[config.mk]
export PLATFORM = sky130hd
export DESIGN_NAME = plic_claim_agent
export DESIGN_NICKNAME = d
export VERILOG_FILES = /design/src/rtl/plic_agent_pkg.sv /design/src/rtl/plic_agent_timer.sv /design/src/rtl/plic_claim_agent.sv
export SDC_FILE = /design/constraint.sdc
export NUM_CORES = 1
export LEC_CHECK = 0
export BUFFER_PORTS_ARGS = -buffer_cell sky130_fd_sc_hd__buf_4
export CORE_MARGIN = 3
export CORE_UTILIZATION = 35
export DETAILED_ROUTE_END_ITERATION = 7
export HOLD_SLACK_MARGIN = 0.06
export PLACE_DENSITY = 0.75
export SYNTH_ARGS = -nofsm -noshare
export SYNTH_HDL_FRONTEND = slang
export SYNTH_SLANG_ARGS = --single-unit
[constraint.sdc]
create_clock -name clk_i -period 1.5 [get_ports clk_i]
set_input_delay 0.075 -clock clk_i [delete_from_list [all_inputs] [get_ports clk_i]]
set_output_delay 0.075 -clock clk_i [all_outputs]
set_load 0.05 [all_outputs]
[src/rtl/plic_agent_pkg.sv]
// plic_agent_pkg: shared state encoding and constants for the PLIC claim agent
package plic_agent_pkg;

    localparam logic [31:0] CLAIM_OFFSET_DEF = 32'h0020_0004;
    localparam logic [3:0]  BE_ALL           = 4'hF;

    typedef enum logic [2:0] {
        IDLE,
        CLAIM_REQ,
        CLAIM_WAIT,
        DELIVER,
        SERVICE,
        CMPL_REQ,
        CMPL_WAIT
    } plic_agent_state_e;

    function automatic logic is_wait(plic_agent_state_e s);
        return (s == CLAIM_WAIT) || (s == CMPL_WAIT);
    endfunction

endpackage

[src/rtl/plic_agent_timer.sv]
// plic_agent_timer: bus response watchdog, expires after TIMEOUT_CYCLES enabled cycles
module plic_agent_timer #(
    parameter int TIMEOUT_CYCLES = 16
) (
    input  logic clk_i,
    input  logic rst_i,
    input  logic clr_i,
    input  logic en_i,
    output logic expire_o
);

    logic [7:0] cnt_q;

    assign expire_o = en_i && (cnt_q == 8'(TIMEOUT_CYCLES - 1));

    // count enabled cycles from zero; clear has priority so entry to a wait starts at 0
    always_ff @(posedge clk_i or posedge rst_i) begin
        if (rst_i)
            cnt_q <= '0;
        else if (clr_i)
            cnt_q <= '0;
        else if (en_i)
            cnt_q <= cnt_q + 8'd1;
    end

endmodule

[src/rtl/plic_claim_agent.sv]
// plic_claim_agent: claims PLIC interrupts over the bus, hands IDs to a consumer, completes them.
// Optional claim/spurious statistics counters when PLIC_AGENT_STATS_EN is defined.
module plic_claim_agent
    import plic_agent_pkg::*;
#(
    parameter logic [31:0] PLIC_BASE      = 32'h0000_0000,
    parameter logic [31:0] CLAIM_OFFSET   = CLAIM_OFFSET_DEF,
    parameter int          ID_W           = 5,
    parameter int          TIMEOUT_CYCLES = 16
) (
    input  logic            clk_i,
    input  logic            rst_i,
    input  logic            irq_i,
    output logic            req_o,
    output logic [31:0]     addr_o,
    output logic            we_o,
    output logic [3:0]      be_o,
    output logic [31:0]     wdata_o,
    input  logic            rvalid_i,
    input  logic [31:0]     rdata_i,
    output logic            id_valid_o,
    input  logic            id_ready_i,
    output logic [ID_W-1:0] id_o,
    input  logic            done_i,
    output logic            busy_o,
    output logic            err_o,
    input  logic            err_clr_i
`ifdef PLIC_AGENT_STATS_EN
    ,
    output logic [15:0]     claim_cnt_o,
    output logic [15:0]     spurious_cnt_o
`endif
);

    plic_agent_state_e state_q, state_d;
    logic [ID_W-1:0]   id_q;
    logic              err_q;
    logic              busy_q;
    logic              wait_st;
    logic              expire;
    logic              claim_hit;
    logic              timeout_hit;
    logic              rdata_unused;

    assign wait_st      = is_wait(state_q);
    assign claim_hit    = (state_q == CLAIM_WAIT) && rvalid_i && irq_i;
    assign timeout_hit  = wait_st && !rvalid_i && expire;
    assign rdata_unused = ^rdata_i[31:ID_W];

    assign addr_o  = PLIC_BASE + CLAIM_OFFSET;
    assign be_o    = BE_ALL;
    assign wdata_o = we_o ? {{(32-ID_W){1'b0}}, id_q} : '0;
    assign id_o    = id_q;
    assign busy_o  = busy_q;
    assign err_o   = err_q;

    plic_agent_timer #(
        .TIMEOUT_CYCLES(TIMEOUT_CYCLES)
    ) u_timer (
        .clk_i   (clk_i),
        .rst_i   (rst_i),
        .clr_i   (!wait_st),
        .en_i    (wait_st),
        .expire_o(expire)
    );

    // next state and bus/stream strobes decoded from the current state
    always_comb begin
        state_d    = state_q;
        req_o      = 1'b0;
        we_o       = 1'b0;
        id_valid_o = 1'b0;
        case (state_q)
            IDLE:       if (irq_i) state_d = CLAIM_REQ;
            CLAIM_REQ: begin
                req_o   = 1'b1;
                state_d = CLAIM_WAIT;
            end
            CLAIM_WAIT: begin
                if (rvalid_i)
                    state_d = irq_i ? DELIVER : IDLE;
                else if (expire)
                    state_d = IDLE;
            end
            DELIVER: begin
                id_valid_o = 1'b1;
                if (id_ready_i) state_d = SERVICE;
            end
            SERVICE:    if (done_i) state_d = CMPL_REQ;
            CMPL_REQ: begin
                req_o   = 1'b1;
                we_o    = 1'b1;
                state_d = CMPL_WAIT;
            end
            CMPL_WAIT:  if (rvalid_i || expire) state_d = IDLE;
            default:    state_d = IDLE;
        endcase
    end

    // state, busy flag, claimed ID and sticky error; a timeout set beats a same-cycle clear
    always_ff @(posedge clk_i or posedge rst_i) begin
        if (rst_i) begin
            state_q <= IDLE;
            busy_q  <= 1'b0;
            id_q    <= '0;
            err_q   <= 1'b0;
        end else begin
            state_q <= state_d;
            busy_q  <= (state_d != IDLE);
            if (claim_hit)
                id_q <= rdata_i[ID_W-1:0];
            err_q <= timeout_hit ? 1'b1 : (err_clr_i ? 1'b0 : err_q);
        end
    end

`ifdef PLIC_AGENT_STATS_EN
    logic [15:0] claim_cnt_q;
    logic [15:0] spur_cnt_q;
    logic        spur_hit;

    assign spur_hit       = (state_q == CLAIM_WAIT) && rvalid_i && !irq_i;
    assign claim_cnt_o    = claim_cnt_q;
    assign spurious_cnt_o = spur_cnt_q;

    // saturating counts of successful and spurious claims
    always_ff @(posedge clk_i or posedge rst_i) begin
        if (rst_i) begin
            claim_cnt_q <= '0;
            spur_cnt_q  <= '0;
        end else begin
            if (claim_hit && claim_cnt_q != 16'hFFFF)
                claim_cnt_q <= claim_cnt_q + 16'd1;
            if (spur_hit && spur_cnt_q != 16'hFFFF)
                spur_cnt_q <= spur_cnt_q + 16'd1;
        end
    end
`endif

endmodule
==> results summary, run 1 <==
The detail-routed net length per standard cell is 11.2 um. After layout, the worst path uses 97.1% of the clock period. The clock passes through at most 2 buffers. The leakage power came out at 0.850 nW. The worst-case reg-to-reg path depth is 4. The floorplan step set the die height to 68.9 um.

The global-route wire length before repair is 3820 um. By area the synthesized netlist is led by sky130_fd_sc_hd__buf_4 (35%), sky130_fd_sc_hd__dfrtp_1 (32%), sky130_fd_sc_hd__mux2_2 (4.1%). Sorting the synthesized cells by how often they occur yields sky130_fd_sc_hd__buf_4 (64), sky130_fd_sc_hd__dfrtp_1 (18), sky130_fd_sc_hd__nor2_1 (7), sky130_fd_sc_hd__and3_1 (6), sky130_fd_sc_hd__mux2_2 (5). The number of DRC violations after detailed routing came out at 0.

The multiplexer share of the synthesized area is 4.78%. The number of distinct library cells after synthesis is 36. The fraction of layout cells with a size suffix above 1 is 30.2%.

The path with the worst hold slack has its endpoint at id_o[2]. The worst-case register-to-register setup slack came out at 50 ps. The xor/xnor share of the synthesized area is between 1.5 and 2%.

The number of antenna violations at the first check in global routing is 0. The count of warnings emitted by yosys is 0. Counting buffers and inverters, the worst setup path is 5 cells deep.

sky130_fd_sc_hd__buf_4 takes more of the synthesized area than any other cell. STA classifies the critical path startpoint as a register. The via total after detailed routing is 950. The number of vias per cell is 3.96. Setup repair after global routing could not meet its margin everywhere. The share of synthesized cell area in and, or, nand and nor gates came out at 15.3%. The starting density of the core is 37.0%. The path class of the tightest hold or removal check is input port to register. In this run the count of I/O pins placed on the die edge is 117.

sky130_fd_sc_hd__buf_4 is the most common cell in the netlist. The maximum vdd ir drop came out at 1030 uV. Counting the fill cells in the layout gives about 370. In this run the critical register-to-register path is launched from u_timer.cnt_q[0]. For this run, the leading register cell type out of synthesis is sky130_fd_sc_hd__dfrtp_1. Walking the worst path, the cells encountered are buf_6, nor2b_1, buf_4, and3_4, buf_8. The number of hold violations in the final report is 0. Data arrives at the worst endpoint at between 1000 and 1500 ps.

The cell row count is 22. The data required time of the worst path is 1420 ps. On the critical path, the stage with the largest delay is an instance of sky130_fd_sc_hd__dfrtp_1.

The clock latency of the later-clocked register in the worst-skew pair is 260 ps. The shortest clock period the worst path allows after layout came out at 1460 ps. The total overflow reported by the global router came out at 0. The worst-case clock skew came out at 2.96 ps. The relative slew slack is 54.9%. Measured along the x axis, the die boundary spans 68.9 um. The max capacitance violation total is 0. After synthesis, the largest family of logic cells by area is buffers and inverters. The count of input and output buffers came out at 26. The final core utilization came out at 44.8%.

Entering global routing, the biggest net connects 19 pins. The first routing iteration left 15 violations. The post-detailed-routing wire length came out at 2690 um. The share of synthesized cell area in full adder, half adder and majority cells came out at 0.903%. The run finished with clean final reports.

The first detailed-routing pass ran for 3 iterations. The total core area came out at 3740 um2. STA classifies the critical path endpoint as an output pin.

In this design, the stage delay of the slowest critical-path cell is about 390 ps. The half-perimeter wire length after detailed placement came out at 1890 um. The clock root buffer is sky130_fd_sc_hd__clkbuf_8.

The sequential cell area came out at ~450 um2. Counting both buffers and inverters, the worst setup path holds a total of 3. Among cell families on the critical path, the largest total delay comes from buffers and inverters. The placer's final routability congestion estimate came out at between 0.7 and 0.8. The number of instances in the synthesized netlist came out at between 100 and 150.

The summed area of non-filler cells in the final layout came out at 1680 um2. After synthesis the netlist holds a flip-flop and latch count of 18. Summing the areas of all compound-gate instances in the mapped netlist gives 7.67% of the synthesized area.

The area growth from synthesis to layout is 20.9%. The number of global-route vias before repair came out at approximately 830. The worst hold path begins at rdata_i[2]. The endpoint identified for the worst register-to-register timing path is state_q[2].

The cell count of the worst hold path came out at 2. Along the worst path, the maximum fanout reaches 7. The async set-or-reset flop fraction in the synthesized netlist is 100%. The multi-input combinational cells in the finished layout cover a total of 707 um2.

A synthesized cell averages 9.30 um2. The slew at the pin with the worst max-slew slack came out at approximately 680 ps. The worst setup path is of the register to output pin kind. The cell area after synthesis is roughly 1400 um2. After clock tree synthesis, the clock-pin slew on the worst setup and hold paths is 70 ps. The detail route stage leaves a number of antenna-violating nets equal to 0.

The max-slew violation count is 0. Total power for the finished layout comes to 2.80 mW. Based on the critical path, the design can be clocked at up to about 0.69 GHz.

The total setup violations reported at the end of the flow is 0. After synthesis, the largest area contributor takes up about a third of total cell area. The die area came out at 4750 um2. The total number of clock tree sinks is 18.

The number of enable flip-flop cells after synthesis came out at 0. Summing all placed instances gives a cell area of 1430 um2. The power density over the cells came out at approximately 1700 nW/um2. The CTS tree is yes. The number of levels the H-tree was split into is 1.

The share of synthesized area occupied by flip-flops and latches is 32.5%. The number of buffers created by CTS came out at 3. The number of antenna diodes in the final layout is 0.

The final layout contains 233 nets. The combined global-route utilization of all metal layers came out at 10.8%.
-- final cells by class --
type | instances | share of cell area [%]
Multi-Input combinational cell | 122 | 42.2
Sequential cell | 18 | 26.9
Timing Repair Buffer | 44 | 23.2
Tap cell | 48 | 3.58
Clock buffer | 4 | 3.28
Inverter | 4 | 0.896
-- stage by stage --
| stage | setup TNS [ps] | hold slack (ps) | instances | setup slack, ps |
|---|---|---|---|---|
| global placement | 0 | 214 | 224 | 50.8 |
| finish | 0 | 62.1 | 240 | 43.0 |
| CTS | 0 | 61.8 | 235 | 5.14 |
| floorplan | 0 | 13.6 | 210 | 114 |
| detailed placement | 0 | 221 | 224 | 62.2 |
| global route | -78.0 | 71.8 | 240 | -18.9 |
-- timing repair --
| action | in CTS | in global routing |
|---|---|---|
| setup buffers | 0 | 5 |
| endpoints found under the hold margin | 23 | 0 |
| pin swaps | 0 | 3 |
| hold buffers | 7 | 0 |
| resized for setup | 4 | 14 |
| endpoints found under the setup margin | 4 | 8 |
-- cells in the final DEF, fill, tap and decap left out, types with 2 or more instances in the layout --
master and instances:
sky130_fd_sc_hd__a21oi_1 4, sky130_fd_sc_hd__and3_4 5, sky130_fd_sc_hd__buf_4 31, sky130_fd_sc_hd__buf_8 5, sky130_fd_sc_hd__clkbuf_8 4, sky130_fd_sc_hd__conb_1 63, sky130_fd_sc_hd__dfrtp_1 18, sky130_fd_sc_hd__dlygate4sd3_1 7
sky130_fd_sc_hd__inv_1 4, sky130_fd_sc_hd__mux2_2 5, sky130_fd_sc_hd__nand2_1 4, sky130_fd_sc_hd__nor2_1 7, sky130_fd_sc_hd__nor2b_1 3, sky130_fd_sc_hd__o21ai_0 4, sky130_fd_sc_hd__or3_1 2, sky130_fd_sc_hd__xnor2_1 2
-- cells by family (layout without fill, tap and decap cells) --
family / after synthesis / count (layout)
adders and majority gates: 1 / 1
AOI/OAI and AO/OA: 15 / 15
and+or+nand+nor: 34 / 34
other: 2 / 63
xor gates and xnor gates: 3 / 3
DFF: 18 / 18
muxes: 6 / 6
buffers and inverters: 70 / 52
-- state kept, by name, indices dropped and copies added (netlist names) --
register	count
u_timer.cnt_q	8
state_q	3
id_o	5
err_o	1
busy_o	1
-- per-layer routing --
metal  GRT usage, %  vias up  share of wire [%]
met5              0        -                  0
met4           5.11        0                1.6
met3           2.43        5                6.8
met2           19.4       42                 56
met1           12.0      451                 35
li1               -      452                  -
-- how the worst max path moves through the flow --
stage	from	end
5_1_grt	state_q[1]	wdata_o[2]
6_report	state_q[1]	wdata_o[0]
3_5_place_dp	u_timer.cnt_q[0]	state_q[2]
4_1_cts	state_q[1]	wdata_o[3]
3_3_place_gp	u_timer.cnt_q[0]	state_q[2]
2_1_floorplan	state_q[0]	state_q[2]
-- report_power, final --
| part | switching [mW] | internal, mW | leakage (nW) | total (mW) |
|---|---|---|---|---|
| combinational | 1.13 | 0.548 | 0.587 | 1.68 |
| sequential | 0.102 | 0.620 | 0.233 | 0.722 |
| clock | 0.170 | 0.234 | 0.0288 | 0.404 |
| total | 1.40 | 1.40 | 0.850 | 2.80 |
Note: power is estimated with default switching activity, not from simulation.
==> inputs of run 2 (changes only) <==
--- a/config.mk
+++ b/config.mk
@@ -5,6 +5,7 @@
 export SDC_FILE = /design/constraint.sdc
 export NUM_CORES = 1
 export LEC_CHECK = 0
+export ABC_AREA = 1
 export BUFFER_PORTS_ARGS = -buffer_cell sky130_fd_sc_hd__buf_4
 export CORE_MARGIN = 3
 export CORE_UTILIZATION = 35
==> run 2 against run 1 <==
Effect of this change:
- sequential share of layout area up 2.0 points
- clock skew up 1.4 ps
- highest routed layer unchanged
- non-clock buffer count down 9
- critical path depth down 1
==> results summary, run 2 <==
In this run, CTS created clock tree buffers numbering 3. The total of flip-flops plus latches after synthesis came out at 18. The area occupied by multi-input gates came out at 661 um2. Compared with the post-synthesis result, the final layout area differs by 12.4%. After synthesis, the share of flip-flops with an asynchronous set or reset is between 90% and 100%. The cell area after synthesis came out at 1390 um2. The final worst-path cycle share is 93.3%. By instance count, the leading cell after synthesis is sky130_fd_sc_hd__buf_4. Summing the sequential cell areas from Yosys gives 32.3% of the chip area. The leakage power came out at roughly 0.84 nW. After detailed routing, the number of remaining DRC violations is 0.

For this run, the top clock speed supported by timing is 0.715 GHz. STA classifies the critical path endpoint as an output pin. The number of instances in the synthesized netlist came out at around 180. The number of detailed-routing iterations run before antenna repair came out at 4. For this design, the sink count on the clock tree is 18.

The register with the most flip-flops in the final layout is u_timer.cnt_q. The share of synthesized cell area in full adder, half adder and majority cells is less than 1%. The critical setup path kind is register to output pin. The count of antenna diodes in the layout is 0. Yosys attributes the largest share of cell area to sky130_fd_sc_hd__buf_4 (34%), sky130_fd_sc_hd__dfrtp_1 (32%), sky130_fd_sc_hd__nor2_1 (5.7%).

The most prevalent standard cell on the critical path is sky130_fd_sc_hd__nor2_4. The number of antenna violations at the first check in global routing is 0. The vertical die dimension came out at 69.1 um. The cell with the largest stage delay on the worst path is sky130_fd_sc_hd__dfrtp_1.

The flow ran to the end, and the final reports show no timing, DRC or antenna violations. The xor/xnor share of the synthesized area is 0%. Global routing finished with a remaining overflow of 0.

The initial utilization of the core area, before any placement, comes to 37.2%. The number of hold violations in the final report is 0. The maximum vdd ir drop came out at a little over 800 uV. The max-slew violation count is 0. The final layout contains 253 nets. The power density over the cells came out at 1680 nW/um2.

The number of global-route vias before repair is slightly above 900. At the later pin of the worst-skew pair, clock insertion delay measures between 200 and 300 ps. The maximum fanout along the worst path came out at 6. The design draws about 2.6 mW. The total area inside the core boundary comes to 3740 um2. The main combinational cell family by area after synthesis is buffers and inverters.

After detailed routing, the average wire length per cell comes to 9.61 um. For the final database, setup skew stands at between 4 and 5 ps. The share of the synthesized area in the top cell type came out at 33.9%. The shortest clock period the worst path allows after layout is approximately 1400 ps. The data required time of the worst path came out at 1420 ps. By count the netlist is led by sky130_fd_sc_hd__buf_4 (63), sky130_fd_sc_hd__nor2_1 (21), sky130_fd_sc_hd__dfrtp_1 (18), sky130_fd_sc_hd__inv_1 (15), sky130_fd_sc_hd__nand2_1 (15).

The synthesized netlist devotes 17.6% of its cell area to simple gates. The flip-flop count of the largest register after layout came out at 8. The count of input and output buffers is 26. The combined global-route utilization of all metal layers is 10.4%. The relative slew slack is 55.2%. The slew at the pin with the worst max-slew slack came out at 672 ps. The die area is 4780 um2. The worst path arrival time is 1320 ps.

The maximum number of pins on one net before global-route repair came out at 19. The width of the die is roughly 69 um. The CTS tree is yes.

The class of the most critical hold timing path is input port to register. The critical path goes through nor2_4, nand2_4, nor2_4, buf_4. The number of vias per cell is 3.90.

The count of warnings emitted by yosys came out at 0. The remaining number of nets flagged by the antenna check after routing is 0. The max capacitance violation total came out at 0.

The cell row count came out at 22. The number of levels the H-tree was split into came out at 1. Adding up every negative setup slack in the final design gives 0 ps. The clock root buffer is sky130_fd_sc_hd__clkbuf_8.

The via total after detailed routing came out at 1,011. The half-perimeter wire length after detailed placement is 1940 um. Clock-pin slew was measured on the worst setup and hold paths at 60 ps.

The count of pins on the block boundary came out at around 120. The global-route wire length before repair came out at 4080 um. The leading cell type in the layout, fill and taps excluded is sky130_fd_sc_hd__conb_1. In the layout the commonest cells are sky130_fd_sc_hd__conb_1 (63), sky130_fd_sc_hd__buf_4 (28), sky130_fd_sc_hd__dfrtp_1 (17), sky130_fd_sc_hd__nor2_1 (16). The fraction of layout cells with a size suffix above 1 came out at 26.5%. The synthesized design contains 0 enable-type register cells. Setup repair after global routing left no endpoint under its margin. The portion of synthesized area spent on multiplexers is 0%. The synthesized netlist contains 21 unique library cells. The sequential cell area is about 450 um2. The worst setup path is launched from a register. Summed over all instances, the cell type with the most area after synthesis is sky130_fd_sc_hd__buf_4.

The number of DRC markers in iteration 0 is 61. Summing the areas of all compound-gate instances in the mapped netlist gives roughly 8.3% of the synthesized area. The placer's final routability congestion estimate is 0.801. The filler cell count came out at 386.

The total setup violations reported at the end of the flow is 0. The clock passes through at most 2 buffers. The most instantiated flip-flop cell in the synthesis netlist is sky130_fd_sc_hd__dfrtp_1. In this design, the stage delay of the slowest critical-path cell is around 440 ps. Summed over all layers, the routed wires come to 2490 um. The per-instance average area after synthesis came out at 7.92 um2.
[run 2: cell types whose count changed after synthesis, sizes merged, moves of 2 or more]
cell   before  now
nor2b       3    0
nor3b       2    0
xnor2       2    0
inv         4   17
nand2       4   21
nand3       2    9
nor2        8   23
o21ai       4   12
buf        66   64
or3         3    0
a21oi       4    6
mux2        5    0
and3        7    0
[run 2: stage by stage]
step	hold WS (ps)	cells	worst slack (ps)	util, %	instance area (um2)
after floorplan	13.6	237	65.2	-	1670
after global placement	216	248	205	38.5	1440
after detailed placement	221	248	177	38.5	1440
after CTS	149	258	51.1	41.6	1560
after global routing	184	259	0.121	41.8	1570
final	150	259	101	41.8	1570
[run 2: timing repair]
action,4_1_cts,5_1_grt
buffers inserted,0,1
hold endpoints to repair,24,0
resized for setup,1,1
hold buffers,7,0
endpoints found under the setup margin,6,7
[run 2: worst max-delay path: cells and delay by family, from the launching register on]
kind | cells | cell delay, ps
and+or+nand+nor | 3 | 440
DFF | 1 | 440
buffers and inverters | 1 | 200
[run 2: metal layers]
metal | global-route usage, % | wire [um]
met5 | 0 | 0
met4 | 1.74 | 8
met3 | 3.94 | 271
met2 | 19.1 | 1300
met1 | 11.4 | 907
[run 2: area by class of cell]
| type | count | area share [%] |
|---|---|---|
| repair buffers | 35 | 17.9 |
| inverters | 18 | 4.63 |
| clock buffers | 3 | 2.64 |
| multi-input cells | 137 | 42.2 |
| well taps | 48 | 3.83 |
| flip-flops and latches | 18 | 28.8 |
[run 2: power breakdown]
| group | internal [mW] | switching [mW] |
|---|---|---|
| Sequential | 0.627 | 0.118 |
| Combinational | 0.376 | 1.18 |
| Clock | 0.178 | 0.146 |
| Total | 1.18 | 1.45 |
[run 2: cells by family (layout without fill, tap and decap cells)]
kind of cell | Yosys count | count (layout)
DFF | 18 | 18
adders and majority gates | 1 | 1
and+or+nand+nor | 54 | 54
buffers and inverters | 82 | 56
AOI/OAI and AO/OA | 19 | 19
other | 2 | 63
[run 2: final timing paths]
| check | start | endpoint | slack, ps | cells after the start |
|---|---|---|---|---|
| setup reg to reg | u_timer.cnt_q[0] | busy_o | 180 | 8 |
| hold reg to reg | u_timer.cnt_q[7] | u_timer.cnt_q[7] | 470 | 1 |
| min in group asynchronous | rst_i | id_o[3] | 480 | 3 |
| setup / recovery | state_q[1] | wdata_o[1] | 100 | 4 |
| hold / removal | id_ready_i | state_q[2] | 150 | 5 |
| max in group asynchronous | rst_i | state_q[0] | 540 | 3 |
